<file path="src/rtl/sfu_pkg.sv">
// Shared definitions for the SFU issue/writeback controller.
// FSM encoding and default op-class configuration.
package sfu_pkg;

  localparam int OPW_DEF = 3;
  localparam logic [7:0] PIPE_OPS_DEF = 8'b0000_0011;

  localparam logic [2:0] S_IDLE    = 3'd0;
  localparam logic [2:0] S_PIPE    = 3'd1;
  localparam logic [2:0] S_DRAIN   = 3'd2;
  localparam logic [2:0] S_ITER    = 3'd3;
  localparam logic [2:0] S_ITER_WB = 3'd4;

endpackage

</file>
<file path="src/rtl/sfu_lat_shreg.sv">
// Stall-gated valid+sel delay line with occupancy count.
// A start landing in a stalled cycle waits in a one-entry hold slot.
module sfu_lat_shreg #(
  parameter int DEPTH = 4,
  parameter int W = 3,
  parameter int CW = $clog2(DEPTH + 2)
) (
  input  logic          clk,
  input  logic          rst,
  input  logic          stall,
  input  logic          in_valid,
  input  logic [W-1:0]  in_sel,
  output logic          tail_valid,
  output logic [W-1:0]  tail_sel,
  output logic [CW-1:0] occ_nxt
);

  logic [DEPTH-1:0] vld;
  logic [W-1:0]     sel [DEPTH];
  logic             hold_v;
  logic [W-1:0]     hold_sel;
  logic [CW-1:0]    occ;
  logic             pop;

  assign tail_valid = vld[DEPTH-1];
  assign tail_sel   = sel[DEPTH-1];
  assign pop        = tail_valid & ~stall;
  assign occ_nxt    = occ + CW'(in_valid) - CW'(pop);

  always_ff @(posedge clk or negedge rst) begin
    if (!rst) begin
      vld      <= '0;
      hold_v   <= 1'b0;
      hold_sel <= '0;
      occ      <= '0;
      for (int k = 0; k < DEPTH; k++) sel[k] <= '0;
    end else begin
      occ <= occ_nxt;
      if (!stall) begin
        vld[0] <= hold_v | in_valid;
        sel[0] <= hold_v ? hold_sel : in_sel;
        for (int k = 1; k < DEPTH; k++) begin
          vld[k] <= vld[k-1];
          sel[k] <= sel[k-1];
        end
        hold_v <= 1'b0;
      end else if (in_valid) begin
        hold_v   <= 1'b1;
        hold_sel <= in_sel;
      end
    end
  end

endmodule

</file>
<file path="src/rtl/sfu_issue_ctrl.sv">
// SFU issue/writeback controller: pipelined and iterative op classes.
// Optional perf counters under `SFU_ISSUE_PERF_EN.
module sfu_issue_ctrl
  import sfu_pkg::*;
#(
  parameter int LAT_PIPE = 4,
  parameter int LAT_ITER = 12,
  parameter int OPW = OPW_DEF,
  parameter logic [2**OPW-1:0] PIPE_OPS = PIPE_OPS_DEF
) (
  input  logic           clk,
  input  logic           rst,
  input  logic           stall,
  input  logic           validi,
  input  logic [OPW-1:0] selop,
  output logic           re_i,
  output logic           start,
  output logic [OPW-1:0] op_sel,
  output logic           we,
  output logic [OPW-1:0] we_sel,
  output logic           busy,
  output logic [31:0]    perf_issued,
  output logic [31:0]    perf_stall
);

  localparam int IW = $clog2(LAT_ITER + 1);
  localparam int CW = $clog2(LAT_PIPE + 2);

  logic [2:0]     state, state_nxt;
  logic [IW-1:0]  iter_cnt;
  logic           cls;
  logic           pipe_in;
  logic           tail_valid;
  logic [OPW-1:0] tail_sel;
  logic [CW-1:0]  occ_nxt;
  logic           in_wb;

  assign cls     = PIPE_OPS[selop];
  assign pipe_in = start & PIPE_OPS[op_sel];
  assign in_wb   = (state == S_ITER_WB);

  sfu_lat_shreg #(
    .DEPTH (LAT_PIPE),
    .W     (OPW),
    .CW    (CW)
  ) u_shreg (
    .clk        (clk),
    .rst        (rst),
    .stall      (stall),
    .in_valid   (pipe_in),
    .in_sel     (op_sel),
    .tail_valid (tail_valid),
    .tail_sel   (tail_sel),
    .occ_nxt    (occ_nxt)
  );

  always_comb begin
    re_i = 1'b0;
    case (state)
      S_IDLE:  re_i = validi & ~stall;
      S_PIPE:  re_i = validi & ~stall & cls;
      default: re_i = 1'b0;
    endcase
  end

  // occ_nxt already counts this cycle's start and pop
  always_comb begin
    state_nxt = state;
    case (state)
      S_IDLE: begin
        if (re_i) state_nxt = cls ? S_PIPE : S_ITER;
      end
      S_PIPE: begin
        if (!re_i) begin
          if (occ_nxt == '0)      state_nxt = S_IDLE;
          else if (validi & ~cls) state_nxt = S_DRAIN;
        end
      end
      S_DRAIN: begin
        if (occ_nxt == '0) state_nxt = S_IDLE;
      end
      S_ITER: begin
        if (iter_cnt == IW'(1)) state_nxt = S_ITER_WB;
      end
      S_ITER_WB: begin
        if (!stall) state_nxt = S_IDLE;
      end
      default: state_nxt = S_IDLE;
    endcase
  end

  always_ff @(posedge clk or negedge rst) begin
    if (!rst) begin
      state    <= S_IDLE;
      start    <= 1'b0;
      op_sel   <= '0;
      iter_cnt <= '0;
    end else begin
      state <= state_nxt;
      start <= re_i;
      if (re_i) op_sel <= selop;
      if (state == S_IDLE && re_i && !cls)
        iter_cnt <= IW'(LAT_ITER);
      else if (state == S_ITER)
        iter_cnt <= iter_cnt - IW'(1);
    end
  end

  assign we     = ~stall & (tail_valid | in_wb);
  assign we_sel = in_wb ? op_sel : tail_sel;
  assign busy   = (state != S_IDLE) | start;

`ifdef SFU_ISSUE_PERF_EN
  logic [31:0] issued_q, stall_q;

  always_ff @(posedge clk or negedge rst) begin
    if (!rst) begin
      issued_q <= '0;
      stall_q  <= '0;
    end else begin
      if (start) issued_q <= issued_q + 32'd1;
      if (stall & (tail_valid | in_wb)) stall_q <= stall_q + 32'd1;
    end
  end

  assign perf_issued = issued_q;
  assign perf_stall  = stall_q;
`else
  assign perf_issued = 32'd0;
  assign perf_stall  = 32'd0;
`endif

endmodule
</file>
<file path="config.mk">
export PLATFORM = sky130hd
export DESIGN_NAME = sfu_issue_ctrl
export DESIGN_NICKNAME = d
export VERILOG_FILES = /design/src/rtl/sfu_pkg.sv /design/src/rtl/sfu_lat_shreg.sv /design/src/rtl/sfu_issue_ctrl.sv
export SDC_FILE = /design/constraint.sdc
export NUM_CORES = 1
export LEC_CHECK = 0
export BUFFER_PORTS_ARGS = -buffer_cell sky130_fd_sc_hd__clkbuf_2
export CAP_MARGIN = 20
export CORE_ASPECT_RATIO = 0.8
export CORE_MARGIN = 2
export CORE_UTILIZATION = 45
export CTS_BUF_LIST = sky130_fd_sc_hd__clkbuf_8
export DETAILED_ROUTE_END_ITERATION = 8
export PLACE_DENSITY = 0.75
export SYNTH_ARGS = -nofsm -noshare
export SYNTH_HDL_FRONTEND = slang
export SYNTH_HIERARCHICAL = 1
export SYNTH_SLANG_ARGS = --single-unit
export TNS_END_PERCENT = 50
</file>
<file path="constraint.sdc">
create_clock -name clk -period 2.45 [get_ports clk]
set_input_delay 0.1225 -clock clk [delete_from_list [all_inputs] [get_ports clk]]
set_output_delay 0.1225 -clock clk [all_outputs]
set_load 0.05 [all_outputs]
</file>
== Word-level counts from Yosys, hierarchy flattened ==
Memories as Yosys holds them, arrays and structs flattened.
Cells that the tools add are included.
W data, S select, Z words.

* Add/subtract/negate cells: 3
* Order comparisons: 2
* Equal/unequal tests: 12
* Muxes and demuxes: 18
* Bitwise logic cells: 11
* Reductions and logical operators: 9

{| class="wikitable"
|+ Operator list
! operator !! number
|-
| $mux W3 || 9
|-
| $pmux W3 S5 || 1
|-
| $ne A2 B2 Y1 const B || 5
|-
| $lt A3 B4 Y1 const B || 2
|-
| $mux W4 || 2
|-
| $and A1 B1 Y1 || 6
|-
| $eq A3 B2 Y1 const B || 2
|-
| $logic_not A3 Y1 || 2
|-
| $reduce_and A6 Y1 || 1
|-
| $eq A4 B1 Y1 const B || 1
|-
| $mux W1 || 4
|-
| $sub A4 B1 Y4 const B || 1
|-
| $add A3 B1 Y3 || 1
|-
| $eq A3 B1 Y1 const B || 1
|-
| $eq A3 B3 Y1 const B || 1
|-
| $ne A3 B3 Y1 const B || 1
|-
| $or A1 B1 Y1 || 3
|-
| $reduce_bool A3 Y1 || 1
|-
| $sub A3 B1 Y3 || 1
|-
| $logic_and A1 B1 Y1 || 2
|-
| $mux W2 || 1
|-
| $ne A2 B1 Y1 const B || 1
|-
| $not A1 Y1 || 2
|-
| $pmux W1 S2 || 1
|-
| other kinds (3) || 3
|}

* Register bits after elaboration: 34
* ROM bits: 16
* Memories: 2

{| class="wikitable"
|+ Memories
! name !! depth !! width !! rd ports !! clocked after Yosys merged registers in !! write ports !! line !! source
|-
| (name not given) || 8 || 1 || 1 || 0 || 0 || sfu_issue_ctrl.sv:39 || <nowiki>assign pipe_in = start & PIPE_OPS[op_sel];</nowiki>
|-
| (name not given) || 8 || 1 || 1 || 0 || 0 || sfu_issue_ctrl.sv:38 || <nowiki>assign cls = PIPE_OPS[selop];</nowiki>
|}

== Longest topological paths before layout ==
* Depth after elaboration: 9
* Mapped depth: 13
* Gate-level depth less buffers: 11

== Hierarchy ==
The synthesis kept the hierarchy.

{| class="wikitable"
|+ Modules (own cells, without submodules)
! module !! instances !! cells an instance !! area an instance (um2) !! seq. area each (um2)
|-
| sfu_issue_ctrl || 1 || 131 || 1151.1 || 275.3
|-
| sfu_lat_shreg || 1 || 70 || 998.5 || 575.6
|}

== Worst setup path before layout ==
Ideal clock, no wire load.

* Path kind: reg2reg
* Start point: register start
* End point: register state[1]
* Library setup time: 0.077 ns
* Data arrival time: 2.432 ns
* Data required time: 2.373 ns
* Setup slack: -0.059 ns
* Cell stages (with the launch flop): 10
* Period minus slack after synthesis: 2.509 ns
* Cells stage by stage: dfrtp_1 -> nor3b_1 -> ha_1 -> inv_1 -> fa_1 -> xnor2_1 -> nor3_1 -> nor4b_1 -> a31oi_1 -> o21ai_1

* Cells in the longest elaborated chain, start to end: 7
* Elaborated cells between the ends (all ways): 10
* Classes of those cells: 2 x add/sub; 2 x eq/ne; 3 x mux; 1 x bitwise; 2 x reduce/logical

{| class="wikitable"
|+ RTL lines
! what !! line !! source
|-
| start, declared || sfu_issue_ctrl.sv:17 || <nowiki>output logic start,</nowiki>
|-
| start signal, assigned || sfu_issue_ctrl.sv:100 || <nowiki>start <= re_i;</nowiki>
|-
| $and A1 B1 Y1 * || sfu_issue_ctrl.sv:39 ||
|-
| named net pipe_in || sfu_issue_ctrl.sv:32 || <nowiki>logic pipe_in;</nowiki>
|-
| $add A3 B1 Y3 * || sfu_lat_shreg.sv:28 || <nowiki>assign occ_nxt = occ + CW'(in_valid) - CW'(pop);</nowiki>
|-
| $sub A3 B1 Y3 * || sfu_lat_shreg.sv:28 ||
|-
| named net occ_nxt[2] || sfu_issue_ctrl.sv:35 || <nowiki>logic [CW-1:0] occ_nxt;</nowiki>
|-
| $logic_not A3 Y1 * || sfu_issue_ctrl.sv:75, sfu_issue_ctrl.sv:80 ||
|-
| $mux W3 || sfu_issue_ctrl.sv:75 || <nowiki>if (occ_nxt == '0) state_nxt = S_IDLE;</nowiki>
|-
| $mux W3 || sfu_issue_ctrl.sv:74 || <nowiki>if (!re_i) begin</nowiki>
|-
| $pmux W3 S5 || sfu_issue_ctrl.sv:69 || <nowiki>case (state)</nowiki>
|-
| end signal, assigned || sfu_issue_ctrl.sv:99 || <nowiki>state <= state_nxt;</nowiki>
|-
| end, declared || sfu_issue_ctrl.sv:29 || <nowiki>logic [2:0] state, state_nxt;</nowiki>
|}

Mark *: on every way through the listed nets, which the timed path passes. The rest lies on a longest branch. The select of a mux whose other input is x is not followed.
A chain may end at the register's enable or synchronous reset.

== Worst setup path after layout ==
* Start point: register u_shreg.vld[3]
* End point: register state[1]

* Cells in the longest elaborated chain, start to end: 6
* Elaborated cells between the ends (all ways): 9
* Classes of those cells: 1 x add/sub; 2 x eq/ne; 3 x mux; 1 x bitwise; 2 x reduce/logical

{| class="wikitable"
|+ RTL lines
! what !! line !! source
|-
| start, declared || sfu_lat_shreg.sv:18 || <nowiki>logic [DEPTH-1:0] vld;</nowiki>
|-
| start signal, assigned by index || sfu_lat_shreg.sv:43 || <nowiki>vld[k] <= vld[k-1];</nowiki>
|-
| $and A1 B1 Y1 * || sfu_lat_shreg.sv:27 || <nowiki>assign pop = tail_valid & ~stall;</nowiki>
|-
| $sub A3 B1 Y3 * || sfu_lat_shreg.sv:28 ||
|-
| named net occ_nxt[1] || sfu_issue_ctrl.sv:35 ||
|-
| $logic_not A3 Y1 * || sfu_issue_ctrl.sv:75, sfu_issue_ctrl.sv:80 ||
|-
| $mux W3 || sfu_issue_ctrl.sv:75 ||
|-
| $mux W3 || sfu_issue_ctrl.sv:74 ||
|-
| $pmux W3 S5 || sfu_issue_ctrl.sv:69 ||
|}

Marked as above.

==> results.cfg <==
[setup_path]
arrival_ns = 2.49
r2r_cells = 11
rr_endpoint = state[1]
critical_path_class = register to register
crit_top_cell = inv_1
critical-path-slowest-cell = fa_1
start_kind = register
crit_chain = nor2b_1, ha_1, inv_1, ha_1, inv_1, fa_1, inv_1, nor3_2, nor4b_2, a31oi_1, o21ai_1
cp_max_fo = 3
crit_required_ns = 2.63
r2r_slack_ns = 0.14
cpPeakStageDelay_ns = 0.49
r2r_start = u_shreg/vld[3]
end_kind = register

[cts]
cts_tree = yes
cts_buffers = 5
numClockSinks = 34
post_cts_buffers = 0
clockBufferDepth = 2
clock-root-buffer = clkbuf_8
clkLatencyLatePin_ns = 0.29
path_clk_slew_ns = 0.08
h-tree-depth = 2

[cells_and_area]
final_area_sq_mm = 0.00220
fillCellCount = 445
final_cell_mix = conb_1, dfrtp_1, clkbuf_2
nets = 232
multi_input_area_sq_um = 970
final_common_cell = conb_1
area_delta_synth_final_pct = 2.27
seq_area_sq_um = 851
drive_gt1_share_pct = 26.7
fin_util_pct = 47.8
antennaDiodeCount = 0

[timing]
whs_ns = 0.0458
tns_ns = 0
period_share_pct = 94.4
finalMaxSlewViolations = 0
tightest_slew_ns = 0.823
hold_viol_final = 0
clock_skew_ns = 0.0101
setup_violations = 0
relSlewSlack_pct = 45.2
max_freq_mhz = 432
min_period_ns = 2.31
rsz0062_at_grt = no

[synthesis]
ys_seq_elements = 34
netlist_top_cells_area = dfrtp_1, buf_4, mux2_4
synth_edf_count = 0
yosysUniqueCellTypes = 41
synth_area_sq_mm = 0.00215
synth_area_per_cell_sq_um = 10.7
synth_ff_type = dfrtp_1
synth_top_area_share_pct = 39.6
synth_top_area_cell = dfrtp_1
syn_inst = 201
asyncSetResetFlopFracSynth_pct = 100
seq_area_frac_synth_pct = 39.6
yosysWarnings = 6

[floorplanning]
die_area_sq_mm = 0.00535
start_util_pct = 46.8
die_y_microns = 65.8
ios = 81
die_x_microns = 81.3
rows = 22
fp.coreArea_sq_mm = 0.00460

[flow_run]
cap_violations = 0

[global_route]
overflow = 0
grt_first_pass_wirelength_microns = 4940
grt_max_degree = 35
antenna_found_initial = 0
grt_usage_pct = 13.0
grt_pass1_vias = 1013

[worst_hold_path]
holdPathEnd = op_sel[0]
hold_depth = 2
hold_class = primary input to register
hold_path.startpoint = selop[0]

[power_and_ir_drop]
p_leak_nw = 1.12
irDropWorstVdd_mv = 0.535
p_per_area_mw_per_mm2 = 1270

[place]
hpwl_microns = 2290
place_congestion = 0.737
io_buffers = 16
placed_cell_area_sq_mm = 0.00203

[route]
drcViolationCount = 0
routed_wl_microns = 3180
drtIter0Drc = 71
dr.pass1.iters = 4
ant_nets = 0
drt-vias-per-instance = 4.17
num_vias = 1171
wl_per_cell_microns = 11.3

[run_status]
status = finished, final reports clean
-- synth_stat cells, types with 2 or more instances --
master / count
nor3b_1: 3
buf_2: 3
o21ai_0: 4
or4_1: 2
nor3_1: 4
nor2_1: 6
mux2i_1: 3
inv_1: 8
buf_6: 2
nand2_1: 6
xnor2_1: 2
a21oi_1: 8
or4b_4: 2
ha_1: 4
nand2b_1: 3
mux2_2: 9
dfrtp_1: 34
mux2_4: 8
or2_2: 2
buf_4: 67
-- registers in the layout (all words and copies together) (netlist names), 3 cells and up --
register / flops
u_shreg/sel: 9
iter_cnt: 4
u_shreg/vld: 4
op_sel: 3
state: 3
u_shreg/hold_sel: 3
u_shreg/occ: 3
u_shreg/tail_sel: 3
-- stage by stage --
step | total power [mW] | cells | worst slack, ns
2_1_floorplan | 2.01 | 264 | 0.0690
3_3_place_gp | 2.09 | 272 | 0.211
3_5_place_dp | 2.12 | 272 | 0.0506
4_1_cts | 2.77 | 281 | 0.0260
5_1_grt | 2.95 | 281 | 0.0246
6_report | 2.79 | 281 | 0.137
-- routing by layer --
layer | vias up | GRT usage, % | share of wire, %
met2 | 43 | 17.0 | 45
met3 | 4 | 4.64 | 6.6
li1 | 571 | - | -
met1 | 553 | 18.3 | 46
met4 | 0 | 6.99 | 2.3
met5 | - | 0 | 0
-- area by class of cell --
class                   count  share of cell area, %
multi-input cells         148                   44.1
flip-flops and latches     34                   38.7
repair buffers             23                   6.15
well taps                  60                   3.41
clock buffers               5                   3.13
clock inverters             3                   3.13
inverters                   8                   1.37
-- logic make-up (layout without fill, tap and decap cells) --
kind of cell	Yosys count	count (layout)	share of synthesized area (%)
fa+ha+maj	5	5	3.26
xor+xnor	2	2	0.815
simple gates	33	33	9.31
other cells	1	64	0.174
flops	34	34	39.6
compound gates	23	23	7.22
buf+inv	82	39	27.4
mux	21	21	12.2
-- where the power goes --
part | total [mW] | internal, mW | switching (mW) | leakage [nW]
sequential | 0.948 | 0.787 | 0.160 | 0.417
combinational | 1.21 | 0.426 | 0.787 | 0.632
clock | 0.629 | 0.408 | 0.221 | 0.0683
-- how the worst max path moves through the flow --
stage	from	end	slack [ns]	cells after the start
after floorplan	start	state[1]	0.07	9
after global placement	u_shreg/vld[3]	state[0]	0.21	10
after detailed placement	u_shreg/vld[3]	state[1]	0.05	11
after CTS	u_shreg/vld[3]	state[1]	0.03	11
after global routing	u_shreg/vld[3]	state[1]	0.02	11
final	u_shreg/vld[3]	state[1]	0.14	11
-- what timing repair did --
action                                  in CTS  in global routing
endpoints found under the setup margin       0                  2
endpoints found under the hold margin       34                  0
hold buffers                                 1                  0
resized for setup                            0                  3
-- critical path, delay by kind of cell (launching register included) --
kind	cells	cell delay [ns]
and+or+nand+nor	3	0.48
DFF	1	0.39
buffers and inverters	3	0.17
adders and majority gates	3	0.88
AOI/OAI and AO/OA	2	0.27
Note: power is estimated with default switching activity, not from simulation.
